File: src/rtl/alu_ctrl_pkg.sv
// Shared encodings for the EX-stage ALU control and the multiply/divide sequencer.
package alu_ctrl_pkg;

    localparam logic [1:0] ALUOP_ADD   = 2'b00;
    localparam logic [1:0] ALUOP_SUB   = 2'b01;
    localparam logic [1:0] ALUOP_RTYPE = 2'b10;
    localparam logic [1:0] ALUOP_ADD2  = 2'b11;

    localparam logic [5:0] FUNCT_ADD   = 6'b100000;
    localparam logic [5:0] FUNCT_SUB   = 6'b100010;
    localparam logic [5:0] FUNCT_AND   = 6'b100100;
    localparam logic [5:0] FUNCT_OR    = 6'b100101;
    localparam logic [5:0] FUNCT_SLT   = 6'b101010;
    localparam logic [5:0] FUNCT_MFHI  = 6'b010000;
    localparam logic [5:0] FUNCT_MFLO  = 6'b010010;
    localparam logic [5:0] FUNCT_MULT  = 6'b011000;
    localparam logic [5:0] FUNCT_MULTU = 6'b011001;
    localparam logic [5:0] FUNCT_DIV   = 6'b011010;
    localparam logic [5:0] FUNCT_DIVU  = 6'b011011;

    localparam logic [1:0] HILO_SEL_ALU = 2'b00;
    localparam logic [1:0] HILO_SEL_HI  = 2'b01;
    localparam logic [1:0] HILO_SEL_LO  = 2'b10;

    typedef enum logic [1:0] {IDLE, CALC, FIX} md_state_t;

    // mult/multu/div/divu share the 0110xx pattern: bit1 = divide, bit0 = unsigned
    function automatic logic is_md_funct(input logic [5:0] f);
        return f[5:2] == 4'b0110;
    endfunction

endpackage

File: src/rtl/alu_mdu_ctrl_md_iter.sv
// One-bit-per-cycle unsigned multiply (shift-add) / restoring divide step datapath.
module md_iter #(
    parameter int WIDTH = 32
) (
    input  logic             clk,
    input  logic             rst_n,
    input  logic             load,
    input  logic             step,
    input  logic             is_div,
    input  logic [WIDTH-1:0] a_in,
    input  logic [WIDTH-1:0] b_in,
    output logic [WIDTH-1:0] acc,
    output logic [WIDTH-1:0] sr
);

    logic [WIDTH-1:0] b_r;
    logic [WIDTH:0]   sum;
    logic [WIDTH:0]   rem_sh;
    logic [WIDTH:0]   diff;

    // mult: {acc,sr} is the product shifting right; div: acc = remainder, sr = dividend->quotient
    always_comb begin
        sum    = {1'b0, acc} + (sr[0] ? {1'b0, b_r} : '0);
        rem_sh = {acc, sr[WIDTH-1]};
        diff   = rem_sh - {1'b0, b_r};
    end

    always_ff @(posedge clk or negedge rst_n) begin
        if (!rst_n) begin
            acc <= '0;
            sr  <= '0;
            b_r <= '0;
        end else if (load) begin
            acc <= '0;
            sr  <= a_in;
            b_r <= b_in;
        end else if (step) begin
            if (is_div) begin
                if (!diff[WIDTH]) begin
                    acc <= diff[WIDTH-1:0];
                    sr  <= {sr[WIDTH-2:0], 1'b1};
                end else begin
                    acc <= rem_sh[WIDTH-1:0];
                    sr  <= {sr[WIDTH-2:0], 1'b0};
                end
            end else begin
                acc <= sum[WIDTH:1];
                sr  <= {sum[0], sr[WIDTH-1:1]};
            end
        end
    end

endmodule

File: src/rtl/alu_mdu_ctrl.sv
// EX-stage ALU select decode plus iterative MULT/DIV sequencer with HI/LO and stall.
module alu_mdu_ctrl
    import alu_ctrl_pkg::*;
#(
    parameter int WIDTH = 32,
    parameter int CNT_W = $clog2(WIDTH) + 1
) (
    input  logic             clk,
    input  logic             rst_n,
    input  logic [1:0]       alu_op,
    input  logic [5:0]       funct,
    input  logic             valid_in,
    input  logic             flush,
    input  logic [WIDTH-1:0] op_a,
    input  logic [WIDTH-1:0] op_b,
    output logic             sub,
    output logic             sel_logic,
    output logic             sel_or,
    output logic             sel_slt,
    output logic [1:0]       sel_hilo,
    output logic             stall,
    output logic             md_busy,
    output logic             md_done,
    output logic [WIDTH-1:0] hi,
    output logic [WIDTH-1:0] lo
);

    md_state_t        state, state_n;
    logic [CNT_W-1:0] cnt;
    logic             is_md, is_mfx, accept, fix_we;
    logic             op_signed, a_neg, b_neg;
    logic [WIDTH-1:0] a_mag, b_mag, acc, sr;
    logic             op_div_r, neg_res_r, neg_rem_r, b_zero_r;
    logic [2*WIDTH-1:0] prod, prod_fix;
    logic [WIDTH-1:0] quo_fix, rem_fix;

    always_comb begin
        sub       = 1'b0;
        sel_logic = 1'b0;
        sel_or    = 1'b0;
        sel_slt   = 1'b0;
        sel_hilo  = HILO_SEL_ALU;
        is_mfx    = 1'b0;
        case (alu_op)
            ALUOP_SUB: sub = 1'b1;
            ALUOP_RTYPE: begin
                case (funct)
                    FUNCT_SUB: sub = 1'b1;
                    FUNCT_AND: sel_logic = 1'b1;
                    FUNCT_OR: begin
                        sel_logic = 1'b1;
                        sel_or    = 1'b1;
                    end
                    FUNCT_SLT: begin
                        sub     = 1'b1;
                        sel_slt = 1'b1;
                    end
                    FUNCT_MFHI: begin
                        sel_hilo = HILO_SEL_HI;
                        is_mfx   = 1'b1;
                    end
                    FUNCT_MFLO: begin
                        sel_hilo = HILO_SEL_LO;
                        is_mfx   = 1'b1;
                    end
                    default: ;
                endcase
            end
            default: ;
        endcase
    end

    assign is_md     = (alu_op == ALUOP_RTYPE) && is_md_funct(funct);
    assign op_signed = ~funct[0];
    assign a_neg     = op_signed & op_a[WIDTH-1];
    assign b_neg     = op_signed & op_b[WIDTH-1];
    assign a_mag     = a_neg ? -op_a : op_a;
    assign b_mag     = b_neg ? -op_b : op_b;

    assign accept  = (state == IDLE) & valid_in & is_md & ~flush;
    assign fix_we  = (state == FIX) & ~flush;
    assign stall   = valid_in & (state != IDLE) & (is_md | is_mfx);
    assign md_busy = (state != IDLE);

    always_comb begin
        state_n = state;
        case (state)
            IDLE:    if (accept) state_n = CALC;
            CALC:    if (cnt == CNT_W'(1)) state_n = FIX;
            FIX:     state_n = IDLE;
            default: state_n = IDLE;
        endcase
        if (flush) state_n = IDLE;
    end

    always_ff @(posedge clk or negedge rst_n) begin
        if (!rst_n) begin
            state     <= IDLE;
            cnt       <= '0;
            op_div_r  <= 1'b0;
            neg_res_r <= 1'b0;
            neg_rem_r <= 1'b0;
            b_zero_r  <= 1'b0;
        end else begin
            state <= state_n;
            if (accept) begin
                cnt       <= CNT_W'(WIDTH);
                op_div_r  <= funct[1];
                neg_res_r <= a_neg ^ b_neg;
                neg_rem_r <= a_neg;
                b_zero_r  <= (op_b == '0);
            end else if (state == CALC) begin
                cnt <= cnt - CNT_W'(1);
            end
        end
    end

    md_iter #(.WIDTH(WIDTH)) u_iter (
        .clk    (clk),
        .rst_n  (rst_n),
        .load   (accept),
        .step   (state == CALC),
        .is_div (op_div_r),
        .a_in   (a_mag),
        .b_in   (b_mag),
        .acc    (acc),
        .sr     (sr)
    );

    // Divide-by-zero forces an all-ones quotient; the remainder already holds |op_a|
    always_comb begin
        prod     = {acc, sr};
        prod_fix = neg_res_r ? -prod : prod;
        quo_fix  = b_zero_r ? '1 : (neg_res_r ? -sr : sr);
        rem_fix  = neg_rem_r ? -acc : acc;
    end

    always_ff @(posedge clk or negedge rst_n) begin
        if (!rst_n) begin
            hi      <= '0;
            lo      <= '0;
            md_done <= 1'b0;
        end else begin
            md_done <= fix_we;
            if (fix_we) begin
                if (op_div_r) begin
                    hi <= rem_fix;
                    lo <= quo_fix;
                end else begin
                    hi <= prod_fix[2*WIDTH-1:WIDTH];
                    lo <= prod_fix[WIDTH-1:0];
                end
            end
        end
    end

endmodule

File: config.mk
export PLATFORM = sky130hd
export DESIGN_NAME = alu_mdu_ctrl
export DESIGN_NICKNAME = d
export VERILOG_FILES = /design/src/rtl/alu_ctrl_pkg.sv /design/src/rtl/alu_mdu_ctrl_md_iter.sv /design/src/rtl/alu_mdu_ctrl.sv
export SDC_FILE = /design/constraint.sdc
export NUM_CORES = 1
export LEC_CHECK = 0
export BUFFER_PORTS_ARGS = -buffer_cell sky130_fd_sc_hd__buf_4
export CAP_MARGIN = 20
export CORE_UTILIZATION = 40
export DETAILED_ROUTE_END_ITERATION = 8
export GPL_TIMING_DRIVEN = 1
export PLACE_DENSITY = 0.68
export SLEW_MARGIN = 20
export SYNTH_ARGS = -nofsm -noshare
export SYNTH_HDL_FRONTEND = slang
export SYNTH_SLANG_ARGS = --single-unit
File: constraint.sdc
create_clock -name clk -period 3.81 [get_ports clk]
set_clock_uncertainty 0.15 [all_clocks]
set_input_delay 0.762 -clock clk [delete_from_list [all_inputs] [get_ports clk]]
set_output_delay 0.762 -clock clk [all_outputs]
set_load 0.005 [all_outputs]
======== Word level (Yosys, flattened, before mapping) ========
Index checks and enable logic that the tools add are counted.
storage, ports and cells
  bits in registers ....................... 173
  bits in latches ......................... 0
  bits in writable memories ............... 0
  ROM bits ................................ 0
  bits of input ports ..................... 76
  output and inout bits ................... 73
  word-level logic and storage cells ...... 90
  memories kept ........................... 0
cells by class
  $add $sub $neg .......................... 8
  multipliers ............................. 0
  divide/modulo/power cells ............... 0
  magnitude comparators ................... 0
  equal/unequal tests ..................... 14
  shift operators ......................... 0
  multiplexer cells ....................... 35
  bitwise gates (word level) .............. 12
  reductions and logical operators ........ 9
operators with widths
  kind                                                 count
  two-way mux 32 bit                                   15
  negation 32 bit                                      4
  two-way mux 64 bit                                   1
  negation 64 bit                                      1
  adder 32 x 33 -> 33 bit                              1
  subtractor 33 x 32 -> 33 bit                         1
  logical NOT 32 bit                                   1
  equality test 6 bit, second input constant           4
  equality test 6 x 5 -> 1 bit, second input constant  2
  two-way mux 6 bit                                    2
  two-way mux 1 bit                                    10
  AND 1 bit                                            8
  two-way mux 2 bit                                    4
  case mux 2 bit (2 select lines)                      2
  equality test 6 x 1 -> 1 bit, second input constant  1
  inequality test 3 bit, second input constant         2
  OR reduction 2 bit                                   3
  subtractor 6 x 1 -> 6 bit, second input constant     1
  equality test 2 x 1 -> 1 bit, second input constant  2
  equality test 2 bit, second input constant           2
  equality test 4 x 3 -> 1 bit, second input constant  1
  nonzero test 2 bit                                   2
  logical NOT 2 bit                                    1
  inverter 1 bit                                       2
  other kinds (5)                                      5

======== Logic depth before layout (Yosys ltp) ========
  depth in word-level cells ............... 7
  gate-level depth with buffers ........... 14
  depth with buffers taken out ............ 13

======== Cells and area by module ========
Synthesis repeated with hierarchy kept, for this count alone.
unflattened totals
  cells, all modules ...................... 1830
  area total of the unflattened synthesis .. 14390.1 um2
by module, submodules not included
  module        times used  cells each  area an instance (um2)  sequential area each (um2)
  md_iter       1           1036        8141.6                  2402.3
  alu_mdu_ctrl  1           794         6248.5                  1926.8

======== Worst setup path after synthesis ========
Ideal clock, no wire load.
  kind .................................... reg2reg
  start point ............................. register u_iter.sr[0]
  end point ............................... register u_iter.acc[31]
  library setup time ...................... 128 ps
  data arrival time ....................... 3050 ps
  required time ........................... 3532 ps
  setup slack ............................. 482 ps
  cell stages (with the launch flop) ...... 15
  path buffers ............................ 2
  period minus slack after synthesis ...... 3328 ps
  cells stage by stage .................... dfrtp_1 buf_6 inv_1 clkbuf_1 nor2_1 ha_1 a21o_1 a21o_1 a221o_1 o21ai_0 o211ai_1 a21oi_1 o21ai_0 a41oi_1 o21ai_0
between the ends
  longest elaborated chain between the ends .. 5
RTL lines
  what                     line                        text
  start, declared          alu_mdu_ctrl_md_iter.sv:13  output logic [WIDTH-1:0] sr
  start signal, assigned   alu_mdu_ctrl_md_iter.sv:35  sr <= a_in;
  start signal, assigned   alu_mdu_ctrl_md_iter.sv:41  sr <= {sr[WIDTH-2:0], 1'b1};
  start signal, assigned   alu_mdu_ctrl_md_iter.sv:44  sr <= {sr[WIDTH-2:0], 1'b0};
  two-way mux 32 bit       alu_mdu_ctrl_md_iter.sv:23  sum = {1'b0, acc} + (sr[0] ? {1'b0, b_r} : '0);
  adder 32 x 33 -> 33 bit  alu_mdu_ctrl_md_iter.sv:23
  two-way mux 32 bit       alu_mdu_ctrl_md_iter.sv:38  if (is_div) begin
  two-way mux 32 bit       alu_mdu_ctrl_md_iter.sv:37  end else if (step) begin
  two-way mux 32 bit       alu_mdu_ctrl_md_iter.sv:33  end else if (load) begin
  end signal, assigned     alu_mdu_ctrl_md_iter.sv:40  acc <= diff[WIDTH-1:0];
  end signal, assigned     alu_mdu_ctrl_md_iter.sv:43  acc <= rem_sh[WIDTH-1:0];
  end signal, assigned     alu_mdu_ctrl_md_iter.sv:47  acc <= sum[WIDTH:1];
  end, declared            alu_mdu_ctrl_md_iter.sv:12  output logic [WIDTH-1:0] acc,
Every way passes these cells. The select of a mux whose other input is x is not followed.
A chain may end at the register's enable or synchronous reset.

======== Worst setup path after layout ========
  start point ............................. register u_iter.sr[31]
  end point ............................... register u_iter.acc[27]
between the ends
  longest elaborated chain between the ends .. 5
RTL lines
  what                          line                        text
  subtractor 33 x 32 -> 33 bit  alu_mdu_ctrl_md_iter.sv:25  diff = rem_sh - {1'b0, b_r};
  two-way mux 32 bit            alu_mdu_ctrl_md_iter.sv:39  if (!diff[WIDTH]) begin
  two-way mux 32 bit            alu_mdu_ctrl_md_iter.sv:38
  two-way mux 32 bit            alu_mdu_ctrl_md_iter.sv:37
  two-way mux 32 bit            alu_mdu_ctrl_md_iter.sv:33
Every way passes these cells. The select of a mux whose other input is x is not followed.

==> qor.txt <==
layout cells sized above 1: 15.51%
DP HPWL: 34070 um
CP top delay family: compound AO/OA/AOI/OAI gates
first-pass GRT wire length: 69050 um
clk slew on worst S/H paths: 0.08 ns
Synth Warn #: 0
core area: 34800 um2
switching power: 5.246 mW
CP max-delay cell: fa_1
postcts setup bufs: 0
clk sinks: 173
Synth top area share: 30.43%
setup tns final: 0 ns
CP endpoint: u_iter.acc[27]
Wirelength per Cell: 18.28 um
worst r2r src: u_iter.sr[31]
Hold Path Class: in -> async
Max-cap violations: 0
RSZ-0062 raised after global routing: no
total number of vias: 13450
critical path launch point type: register
Avg Inst Size Synth: 8.055 um2
unique cell type count in the Yosys netlist: 85
Syn Nets: 1916
die area: 36320 um2
R2R setup slack: 0.18 ns
DR DRC count: 0
num rows: 68
r2r worst-path depth: 14
min Tclk post-route: 3.634 ns
# port buffers: 148
Max Fclk: 0.2752 GHz
RD Place Congestion: 0.9509
initial antenna violation count: 1
IO Pins: 149
R2R Path End: u_iter.acc[27]
grt ovf: 0
count leader, synth: nand2_1
number of setup violations in the final report: 0
via density per instance: 5.659
synth cell count leaders: nand2_1, o21ai_0, dfrtp_1, nor2_1, a21oi_1
crit-path cells: inv_1, ha_1, fa_1, nand2b_1, a21oi_4, o41ai_2, o41ai_1, buf_4, a41oi_1, xnor2_4, buf_12, and2_4, a222oi_1, o21ai_0
Yosys reg bits: 173
CP peak stage delay: 0.39 ns
synth top area cells: dfrtp_1, o21ai_0, ha_1
fin crit share: 95.38%
crit path kind: reg -> reg
Slew HR: 28.46%
DRT Pass-1 Iters: 7
number of global-route vias before repair: 12740
post_cts resized: 0
Sw Ratio: 47.22%
outcome: finished clean
CP Capture Type: register
Top FF cell, synth: dfrtp_1
die width: 190.6 um
maximum VDD drop: 0.0003957 V
GRT Overall Usage: 24.27%
Final Slew Violations: 0
worst-margin pin slew: 1.071 ns
Buf+Inv Stages, Crit Path: 3
Power, Total: 11.11 mW
largest net degree at the start of global routing: 114
Clock Latency Late Sink: 0.47 ns
CP required: 3.99 ns
post-synthesis cell count: 1766
P_int: 5.863 mW
Final Hold Violating Endpoints: 0
die height: 190.6 um
Pleak: 7.381 nW
EDFF count, synth: 0
Async SR Flop Fraction: 100.0%
Power Dens Cells: 665.0 nW/um2
Syn Std Cell Area: 14220 um2
clock share of power: 16.3%
CP max FO: 23
register area share after synthesis: 30.43%
Routed Antenna Nets: 0
Clock Tree Root: clkbuf_16
TritonCTS Buffers: 17
crit path from: u_iter.sr[31]
nets: 2058
H-tree depth: 4
sequential power share: 24.0%
CTS Hold Bufs: 0
share of total power in combinational logic: 59.7%
Initial Util: 40.88%
Crit path depth: 14
CTS tree: yes
Initial DRC Count: 1202
CP arrival: 3.81 ns
WL final: 43450 um
Clock Tree Buf Depth: 2
area grow syn2layout: 17.43%
leading area contributor after synthesis: dfrtp_1
==> layout by cell type (no fill, tap or decap), types with 7 or more instances in the layout <==
| cell | count |
|---|---|
| nand4_1 | 17 |
| a211oi_1 | 11 |
| nand2b_1 | 23 |
| nor2_1 | 165 |
| or4_1 | 14 |
| nor4_1 | 22 |
| o41ai_1 | 11 |
| a22oi_1 | 20 |
| a21o_1 | 35 |
| nor3_1 | 26 |
| o21a_1 | 10 |
| nor2b_1 | 11 |
| ha_1 | 72 |
| inv_1 | 61 |
| o21bai_1 | 7 |
| mux2i_1 | 51 |
| buf_4 | 221 |
| a31oi_1 | 13 |
| o211ai_1 | 38 |
| o31ai_1 | 24 |
| and2_1 | 7 |
| clkbuf_16 | 17 |
| o21ai_1 | 7 |
| o21ai_0 | 187 |
| or3_1 | 18 |
| dfrtp_1 | 172 |
| xor2_1 | 89 |
| nand3_1 | 16 |
| a21oi_1 | 145 |
| xnor2_1 | 90 |
| nand2_1 | 195 |
==> how the worst min path moves through the flow <==
stage	from	to	cells past startpoint	slack, ns
6_report	rst_n	cnt[4]	1	0.04
5_1_grt	rst_n	cnt[4]	1	0.07
4_1_cts	rst_n	cnt[2]	1	0.05
3_5_place_dp	hi[24]	hi[24]	2	0.32
3_3_place_gp	u_iter.b_r[26]	u_iter.b_r[26]	2	0.31
2_1_floorplan	u_iter.b_r[10]	u_iter.b_r[10]	2	0.30
==> worst reg2reg max path, delay by kind of cell, from the launching register on <==
kind | cells | cell delay, ns
adder cells (fa/ha/maj) | 2 | 0.62
AO/OA/AOI/OAI | 6 | 1.31
flip-flops | 1 | 0.35
buffers and inverters | 3 | 0.45
XOR/XNOR | 1 | 0.21
AND/OR/NAND/NOR | 2 | 0.41
==> layer usage <==
metal / global-route usage, % / up-vias / share of wire (%)
met5: 0 / - / 0
met4: 6.462 / 0 / 1.4
met3: 4.490 / 37 / 6.6
met2: 36.24 / 397 / 43
met1: 35.54 / 6379 / 49
li1: - / 6638 / -
==> logic make-up (layout without fill, tap and decap cells) <==
kind of cell | Yosys count | count (layout) | share of synthesized area, %
compound gates | 562 | 562 | 24.27
xor+xnor | 180 | 180 | 11.14
fa+ha+maj | 74 | 74 | 6.614
buf+inv | 165 | 320 | 5.022
flops | 173 | 173 | 30.43
mux | 52 | 52 | 3.668
other cells | 0 | 1 | 0
simple gates | 560 | 560 | 18.86
==> area by class of cell <==
class | instances | area, um2
Fill cell | 3418 | 18090
Multi-Input combinational cell | 1428 | 9238
Sequential cell | 173 | 4330
Timing Repair Buffer | 225 | 1730
Tap cell | 455 | 569.3
Clock buffer | 18 | 429.2
Inverter | 63 | 240.2
Clock inverter | 14 | 165.2
Antenna cell | 1 | 2.502
==> power by group through the flow <==
stage / sequential [mW] / combinational, mW / clock (mW)
2_1_floorplan: 2.56 / 4.45 / 0
3_3_place_gp: 2.66 / 6.45 / 0
3_5_place_dp: 2.67 / 6.49 / 0
4_1_cts: 2.63 / 6.53 / 1.84
5_1_grt: 2.70 / 7.24 / 1.91
6_report: 2.66 / 6.63 / 1.82
==> state kept, by name, summed over array words and instances, names as in the netlist <==
signal and count:
neg_res_r 1, u_iter.acc 32, lo 32, op_div_r 1
b_zero_r 1, hi 32, u_iter.b_r 32, u_iter.sr 32
md_done 1, state 2, cnt 6, neg_rem_r 1
==> stage by stage <==
stage               hold slack [ns]  std cells  instance area, um2  util [%]  worst slack [ns]
floorplan                    0.2998       1766               14220         -            0.4818
global placement             0.3121       2344               16090     46.25            0.1830
detailed placement           0.3215       2344               16090     46.25            0.1283
CTS                         0.05261       2376               16690     47.95            0.1196
global route                0.06654       2376               16700     48.00           0.04099
finish                      0.04496       2377               16700     48.00            0.1760
Note: power is estimated with default switching activity, not from simulation.
